File: src/rtl/object_store_pkg.sv
// Shared types and helpers for the game-object store: direction codes,
// step-engine states and position field accessors.
package object_store_pkg;

   localparam int unsigned DIR_W       = 2;
   localparam int unsigned MAX_COORD_W = 16;

   localparam logic [DIR_W-1:0] DIR_UP    = 2'b00;
   localparam logic [DIR_W-1:0] DIR_RIGHT = 2'b01;
   localparam logic [DIR_W-1:0] DIR_DOWN  = 2'b10;
   localparam logic [DIR_W-1:0] DIR_LEFT  = 2'b11;

   typedef enum logic [1:0] {
      IDLE = 2'd0,
      SCAN = 2'd1,
      DONE = 2'd2
   } state_e;

   // x lives in the upper half of a packed position, y in the lower half
   function automatic logic [MAX_COORD_W-1:0] pos_x(input logic [2*MAX_COORD_W-1:0] pos,
                                                    input int unsigned cw);
      logic [2*MAX_COORD_W-1:0] mask;
      mask = ~({(2*MAX_COORD_W){1'b1}} << cw);
      return MAX_COORD_W'((pos >> cw) & mask);
   endfunction

   function automatic logic [MAX_COORD_W-1:0] pos_y(input logic [2*MAX_COORD_W-1:0] pos,
                                                    input int unsigned cw);
      logic [2*MAX_COORD_W-1:0] mask;
      mask = ~({(2*MAX_COORD_W){1'b1}} << cw);
      return MAX_COORD_W'(pos & mask);
   endfunction

endpackage

File: src/rtl/obj_mover.sv
// Combinational one-cell move of a packed position in a given direction,
// with either wrap-around or kill-at-edge behaviour.
module obj_mover
   import object_store_pkg::*;
#(
   parameter int unsigned COORD_W = 4,
   parameter bit          WRAP    = 1'b1
) (
   input  logic [2*COORD_W-1:0] i_pos,
   input  logic [DIR_W-1:0]     i_dir,
   output logic [2*COORD_W-1:0] o_next_pos_c,
   output logic                 o_kill_c
);

   localparam logic [COORD_W-1:0] ONE = COORD_W'(1);
   localparam logic [COORD_W-1:0] MAX = {COORD_W{1'b1}};

   logic [COORD_W-1:0] w_x;
   logic [COORD_W-1:0] w_y;
   logic [COORD_W-1:0] w_nx;
   logic [COORD_W-1:0] w_ny;
   logic               w_edge;

   assign w_x = COORD_W'(pos_x((2*MAX_COORD_W)'(i_pos), COORD_W));
   assign w_y = COORD_W'(pos_y((2*MAX_COORD_W)'(i_pos), COORD_W));

   // Modulo arithmetic by width; w_edge flags a move that would leave the grid
   always_comb begin
      w_nx   = w_x;
      w_ny   = w_y;
      w_edge = 1'b0;
      case (i_dir)
         DIR_UP: begin
            w_ny   = w_y - ONE;
            w_edge = (w_y == '0);
         end
         DIR_RIGHT: begin
            w_nx   = w_x + ONE;
            w_edge = (w_x == MAX);
         end
         DIR_DOWN: begin
            w_ny   = w_y + ONE;
            w_edge = (w_y == MAX);
         end
         default: begin
            w_nx   = w_x - ONE;
            w_edge = (w_x == '0);
         end
      endcase
   end

   assign o_kill_c     = (WRAP == 1'b0) && w_edge;
   assign o_next_pos_c = o_kill_c ? i_pos : {w_nx, w_ny};

endmodule

File: src/rtl/object_store.sv
// Game-object slot store: tanks in the low slots, projectiles above them.
// Host write/read ports plus a step engine that advances live projectiles.
module object_store
   import object_store_pkg::*;
#(
   parameter int unsigned  NUM_OBJ   = 8,
   parameter int unsigned  NUM_TANKS = 2,
   parameter int unsigned  COORD_W   = 4,
   parameter bit           WRAP      = 1'b1,
   localparam int unsigned ADDR_W    = $clog2(NUM_OBJ)
) (
   input  logic                 clk,
   input  logic                 reset,
   input  logic                 wr_en,
   input  logic [ADDR_W-1:0]    wr_addr,
   input  logic [2*COORD_W-1:0] wr_pos,
   input  logic [DIR_W-1:0]     wr_dir,
   input  logic                 wr_alive,
   output logic                 wr_err,
   input  logic                 rd_en,
   input  logic [ADDR_W-1:0]    rd_addr,
   output logic [2*COORD_W-1:0] rd_pos,
   output logic [DIR_W-1:0]     rd_dir,
   output logic                 rd_alive,
   output logic                 rd_valid,
   input  logic                 step,
   output logic                 busy,
   output logic                 step_done
);

   localparam int unsigned       POS_W      = 2 * COORD_W;
   localparam logic [ADDR_W-1:0] FIRST_PROJ = ADDR_W'(NUM_TANKS);
   localparam logic [ADDR_W-1:0] LAST_SLOT  = ADDR_W'(NUM_OBJ - 1);

   logic [POS_W-1:0]  r_pos   [NUM_OBJ];
   logic [DIR_W-1:0]  r_dir   [NUM_OBJ];
   logic              r_alive [NUM_OBJ];

   state_e            r_state;
   state_e            w_next_state;
   logic [ADDR_W-1:0] r_idx;
   logic [ADDR_W-1:0] w_idx_next;
   logic              r_busy;
   logic              r_step_done;
   logic              w_busy_next;
   logic              w_done_next;

   logic              r_wr_err;
   logic [POS_W-1:0]  r_rd_pos;
   logic [DIR_W-1:0]  r_rd_dir;
   logic              r_rd_alive;
   logic              r_rd_valid;

   logic              w_wr_ok;
   logic              w_rd_in_range;
   logic [POS_W-1:0]  w_next_pos;
   logic              w_kill;

   assign w_wr_ok       = wr_en && !r_busy && (32'(wr_addr) < NUM_OBJ);
   assign w_rd_in_range = (32'(rd_addr) < NUM_OBJ);

   obj_mover #(
      .COORD_W (COORD_W),
      .WRAP    (WRAP)
   ) u_mover (
      .i_pos        (r_pos[r_idx]),
      .i_dir        (r_dir[r_idx]),
      .o_next_pos_c (w_next_pos),
      .o_kill_c     (w_kill)
   );

   // Step engine next state; busy/step_done are registered from the next state
   always_comb begin
      w_next_state = r_state;
      w_idx_next   = r_idx;
      w_busy_next  = 1'b0;
      w_done_next  = 1'b0;
      case (r_state)
         IDLE: begin
            if (step) begin
               w_next_state = SCAN;
               w_idx_next   = FIRST_PROJ;
            end
         end
         SCAN: begin
            if (r_idx == LAST_SLOT) w_next_state = DONE;
            else                    w_idx_next   = r_idx + ADDR_W'(1);
         end
         DONE:    w_next_state = IDLE;
         default: w_next_state = IDLE;
      endcase
      w_busy_next = (w_next_state == SCAN);
      w_done_next = (w_next_state == DONE);
   end

   always_ff @(posedge clk) begin
      if (reset) begin
         r_state     <= IDLE;
         r_idx       <= '0;
         r_busy      <= 1'b0;
         r_step_done <= 1'b0;
      end else begin
         r_state     <= w_next_state;
         r_idx       <= w_idx_next;
         r_busy      <= w_busy_next;
         r_step_done <= w_done_next;
      end
   end

   // Host writes and SCAN updates never coincide: writes need busy low
   always_ff @(posedge clk) begin
      if (reset) begin
         for (int i = 0; i < int'(NUM_OBJ); i++) begin
            r_pos[i]   <= '0;
            r_dir[i]   <= '0;
            r_alive[i] <= 1'b0;
         end
      end else if (w_wr_ok) begin
         r_pos[wr_addr]   <= wr_pos;
         r_dir[wr_addr]   <= wr_dir;
         r_alive[wr_addr] <= wr_alive;
      end else if ((r_state == SCAN) && r_alive[r_idx]) begin
         r_pos[r_idx]   <= w_next_pos;
         r_alive[r_idx] <= !w_kill;
      end
   end

   always_ff @(posedge clk) begin
      if (reset) begin
         r_wr_err   <= 1'b0;
         r_rd_valid <= 1'b0;
         r_rd_pos   <= '0;
         r_rd_dir   <= '0;
         r_rd_alive <= 1'b0;
      end else begin
         r_wr_err   <= wr_en && !w_wr_ok;
         r_rd_valid <= rd_en;
         if (rd_en) begin
            if (w_rd_in_range) begin
               r_rd_pos   <= r_pos[rd_addr];
               r_rd_dir   <= r_dir[rd_addr];
               r_rd_alive <= r_alive[rd_addr];
            end else begin
               r_rd_pos   <= '0;
               r_rd_dir   <= '0;
               r_rd_alive <= 1'b0;
            end
         end
      end
   end

   assign wr_err    = r_wr_err;
   assign rd_pos    = r_rd_pos;
   assign rd_dir    = r_rd_dir;
   assign rd_alive  = r_rd_alive;
   assign rd_valid  = r_rd_valid;
   assign busy      = r_busy;
   assign step_done = r_step_done;

endmodule

File: config.mk
export PLATFORM = sky130hd
export DESIGN_NAME = object_store
export DESIGN_NICKNAME = d
export VERILOG_FILES = /design/src/rtl/object_store_pkg.sv /design/src/rtl/obj_mover.sv /design/src/rtl/object_store.sv
export SDC_FILE = /design/constraint.sdc
export NUM_CORES = 1
export LEC_CHECK = 0
export ABC_AREA = 1
export CORE_ASPECT_RATIO = 0.5
export CORE_MARGIN = 2
export CORE_UTILIZATION = 61
export CTS_BUF_LIST = sky130_fd_sc_hd__clkbuf_8
export CTS_CLUSTER_SIZE = 25
export DETAILED_ROUTE_END_ITERATION = 8
export DONT_BUFFER_PORTS = 1
export PLACE_DENSITY = 0.77
export SYNTH_ARGS = -nofsm -noshare
export SYNTH_HDL_FRONTEND = slang
export SYNTH_SLANG_ARGS = --single-unit
export TNS_END_PERCENT = 20
File: constraint.sdc
create_clock -name clk -period 4.6 [get_ports clk]
set_clock_uncertainty 0.15 [all_clocks]
set_input_delay 0.69 -clock clk [delete_from_list [all_inputs] [get_ports clk]]
set_output_delay 0.69 -clock clk [all_outputs]
set_load 0.05 [all_outputs]
==> flow_summary.ini <==
[setup_path]
r2r-end = r_pos[3][7]$_SDFFCE_PN0P_
worstPathRequired_ps = 4500
critPathKind = flop to flop
path_max_fanout = 16
r2r_slack_ps = 940
r2r-start = busy$_SDFF_PP0_
start_kind = flop
worstPathArrival_ps = 3560
cp-end-kind = flop
r2r_cells = 7

[floorplan]
io_pins = 37
core_area_um2 = 9570
num_rows = 25
die_w_um = 145
die_area_um2 = 10900
start_util = 0.638
die_h_um = 74.7

[global_routing]
grt_antenna_before_repair = 0
track_usage = 0.334
grt_pass1_vias = 4741
grt_pass1_wl_um = 26700
grt-ovfl-total = 0
grt_max_degree = 76

[power]
p_comb_frac = 0.185
irDropWorstVdd_v = 0.000180
cellLeakagePower_nw = 2.69
p_switching_mw = 0.736
pwr-share-clk = 0.286
p_per_area_nw_per_um2 = 356
p_seq_frac = 0.530
switching_share = 0.326
p_int_mw = 1.52

[clock_network]
clockBufferDepth = 2
tritoncts_num_sinks = 111
cts_setup_buffers = 0
clk_pin_slew_worst_paths_ps = 120
cts_inserted_buffers = 9
cts_tree = built
ctsResizeCount = 0
ctsRootBufferMaster = clkbuf_8
cts_hold_buf = 0
clk_latency_ps = 400
h-tree-depth = 3

[logic_synthesis]
ys_seq_area_frac = 0.508
synth_nets = 781
yosysTopAreaCell = edfxtp_1
syn_area_per_cell_um2 = 8.10
synthTopCellsByArea = edfxtp_1, nand2_1, dfxtp_1
yosysMostFrequentCell = nand2_1
synthTopCellsByCount = nand2_1, nor2_1, edfxtp_1
synth_cell_types = 34
yosysTopAreaCellShare = 0.433
synthCells = 754
syn-cell-area_um2 = 6110
synth-async-reset-ratio = 0
synth_edf_count = 88
synthFlopType = edfxtp_1
ys_seq_elements = 111
yosys_warnings = 0

[layout]
multiInputGateArea_um2 = 2520
area_growth_pct = 4.14
n_fill_cell = 815
layout.nets = 761
drive_gt1_frac = 0.0622
seqCellArea_um2 = 3100

[flow_run]
drv_cap = 0

[worst_hold_path]
hp-class = input port to flop
min_to = wr_err$_SDFF_PP0_
hp-start = reset
holdPathStages = 1

[timing]
slew_headroom = 0.261
setup_tns_ps = 0
layout_min_cycle_time_ps = 3660
period_share = 0.795
hold_viol_final = 0
drv_slew = 0
setup_viol = 0
worstMarginPinSlew_ps = 1080
rsz0062_at_grt = no
fmax_mhz = 273
timing.hold.ws_ps = 192

[place]
routabilityCongestion = 0.895
hpwl_um = 12200
port_buffers = 0

[routing]
wl_per_cell_um = 20.1
ant_nets = 0
drc_errors = 0
wl_um = 17600
vias = 5362
dr.pass1.iters = 7
avgViaCountPerCell = 6.13
first_iter_violations = 840

[outcome]
outcome = finished clean
==> cell families after synthesis <==
group	share of synthesized area
AOI/OAI and AO/OA	0.157
xor gates and xnor gates	0.00430
adders and majority gates	0.0102
buffers and inverters	0.0785
DFF	0.508
muxes	0.0230
and+or+nand+nor	0.219
==> power by group through the flow <==
stage,sequential [mW],combinational (mW),clock (mW)
floorplan,1.20,0.325,0
global placement,1.22,0.395,0
detailed placement,1.22,0.402,0
CTS,1.20,0.404,0.643
global route,1.20,0.465,0.680
finish,1.20,0.417,0.646
==> sequential cells by signal, summed over array words and instances, names as in the netlist, 2 cells and up, named ones only <==
| name | flops |
|---|---|
| r_alive | 8 |
| r_dir | 16 |
| r_idx | 3 |
| r_pos | 64 |
| r_state | 2 |
| rd_dir | 2 |
| rd_pos | 8 |
==> stage by stage <==
step                      instances  utilization  cell area [µm²]  setup WS (ps)  total power [mW]
after global routing            874        0.664             6360            845              2.35
after global placement          858        0.641             6130           1210              1.61
final                           875        0.664             6360            941              2.26
after floorplan                 754            -             6110           1990              1.53
after detailed placement        858        0.641             6130           1160              1.62
after CTS                       874        0.664             6360           1110              2.24
==> how the worst max path moves through the flow <==
stage,startpoint,endpoint,slack (ps),cells after the start
floorplan,reset,r_alive[6]$_SDFFCE_PN0P_,1990,9
global placement,busy$_SDFF_PP0_,r_pos[3][4]$_SDFFCE_PN0P_,1210,7
detailed placement,busy$_SDFF_PP0_,r_pos[7][7]$_SDFFCE_PN0P_,1160,7
CTS,busy$_SDFF_PP0_,r_pos[7][3]$_SDFFCE_PN0P_,1110,7
global route,flop,r_pos[4][2]$_SDFFCE_PN0P_,850,15
finish,busy$_SDFF_PP0_,r_pos[3][7]$_SDFFCE_PN0P_,940,7
==> layout by cell type, fill, tap and decap left out, drive strengths merged <==
cell and count:
edfxtp 88, a21oi 75, nor2 99, buf 5
nand3 44, a211oi 1, mux2i 14, o22ai 6
clkinv 6, o221ai 1, nor3 1, inv 79
diode 1, a22oi 1, a31oi 2, nand2 182
xor2 2, o21ai 82, clkbuf 9, a21boi 1
ha 5, bufinv 1, or2 2, dfxtp 23
o211ai 9, xnor2 1
==> final cells by class <==
cell class / instances / area share
repair buffers: 5 / 0.00590
well taps: 135 / 0.0266
flip-flops and latches: 111 / 0.488
clock inverters: 7 / 0.0157
clock buffers: 9 / 0.0195
diodes: 1 / 0.000394
multi-input cells: 528 / 0.397
inverters: 79 / 0.0470
==> per-layer routing <==
metal	vias up	track usage	wire (µm)
li1	2477	-	-
met4	0	0.0828	338
met2	367	0.463	6890
met5	-	0	0
met3	41	0.132	2880
met1	2477	0.492	7450
==> critical path, stage by stage (launching register included) <==
cell and delay, ps:
dfxtp_1 670, nor2_1 170, nor3_1 480, nand3_2 490, o21ai_1 390, a21boi_4 330
nand2_2 220, nand2_1 400
Power figures use the tool's default switching activity.
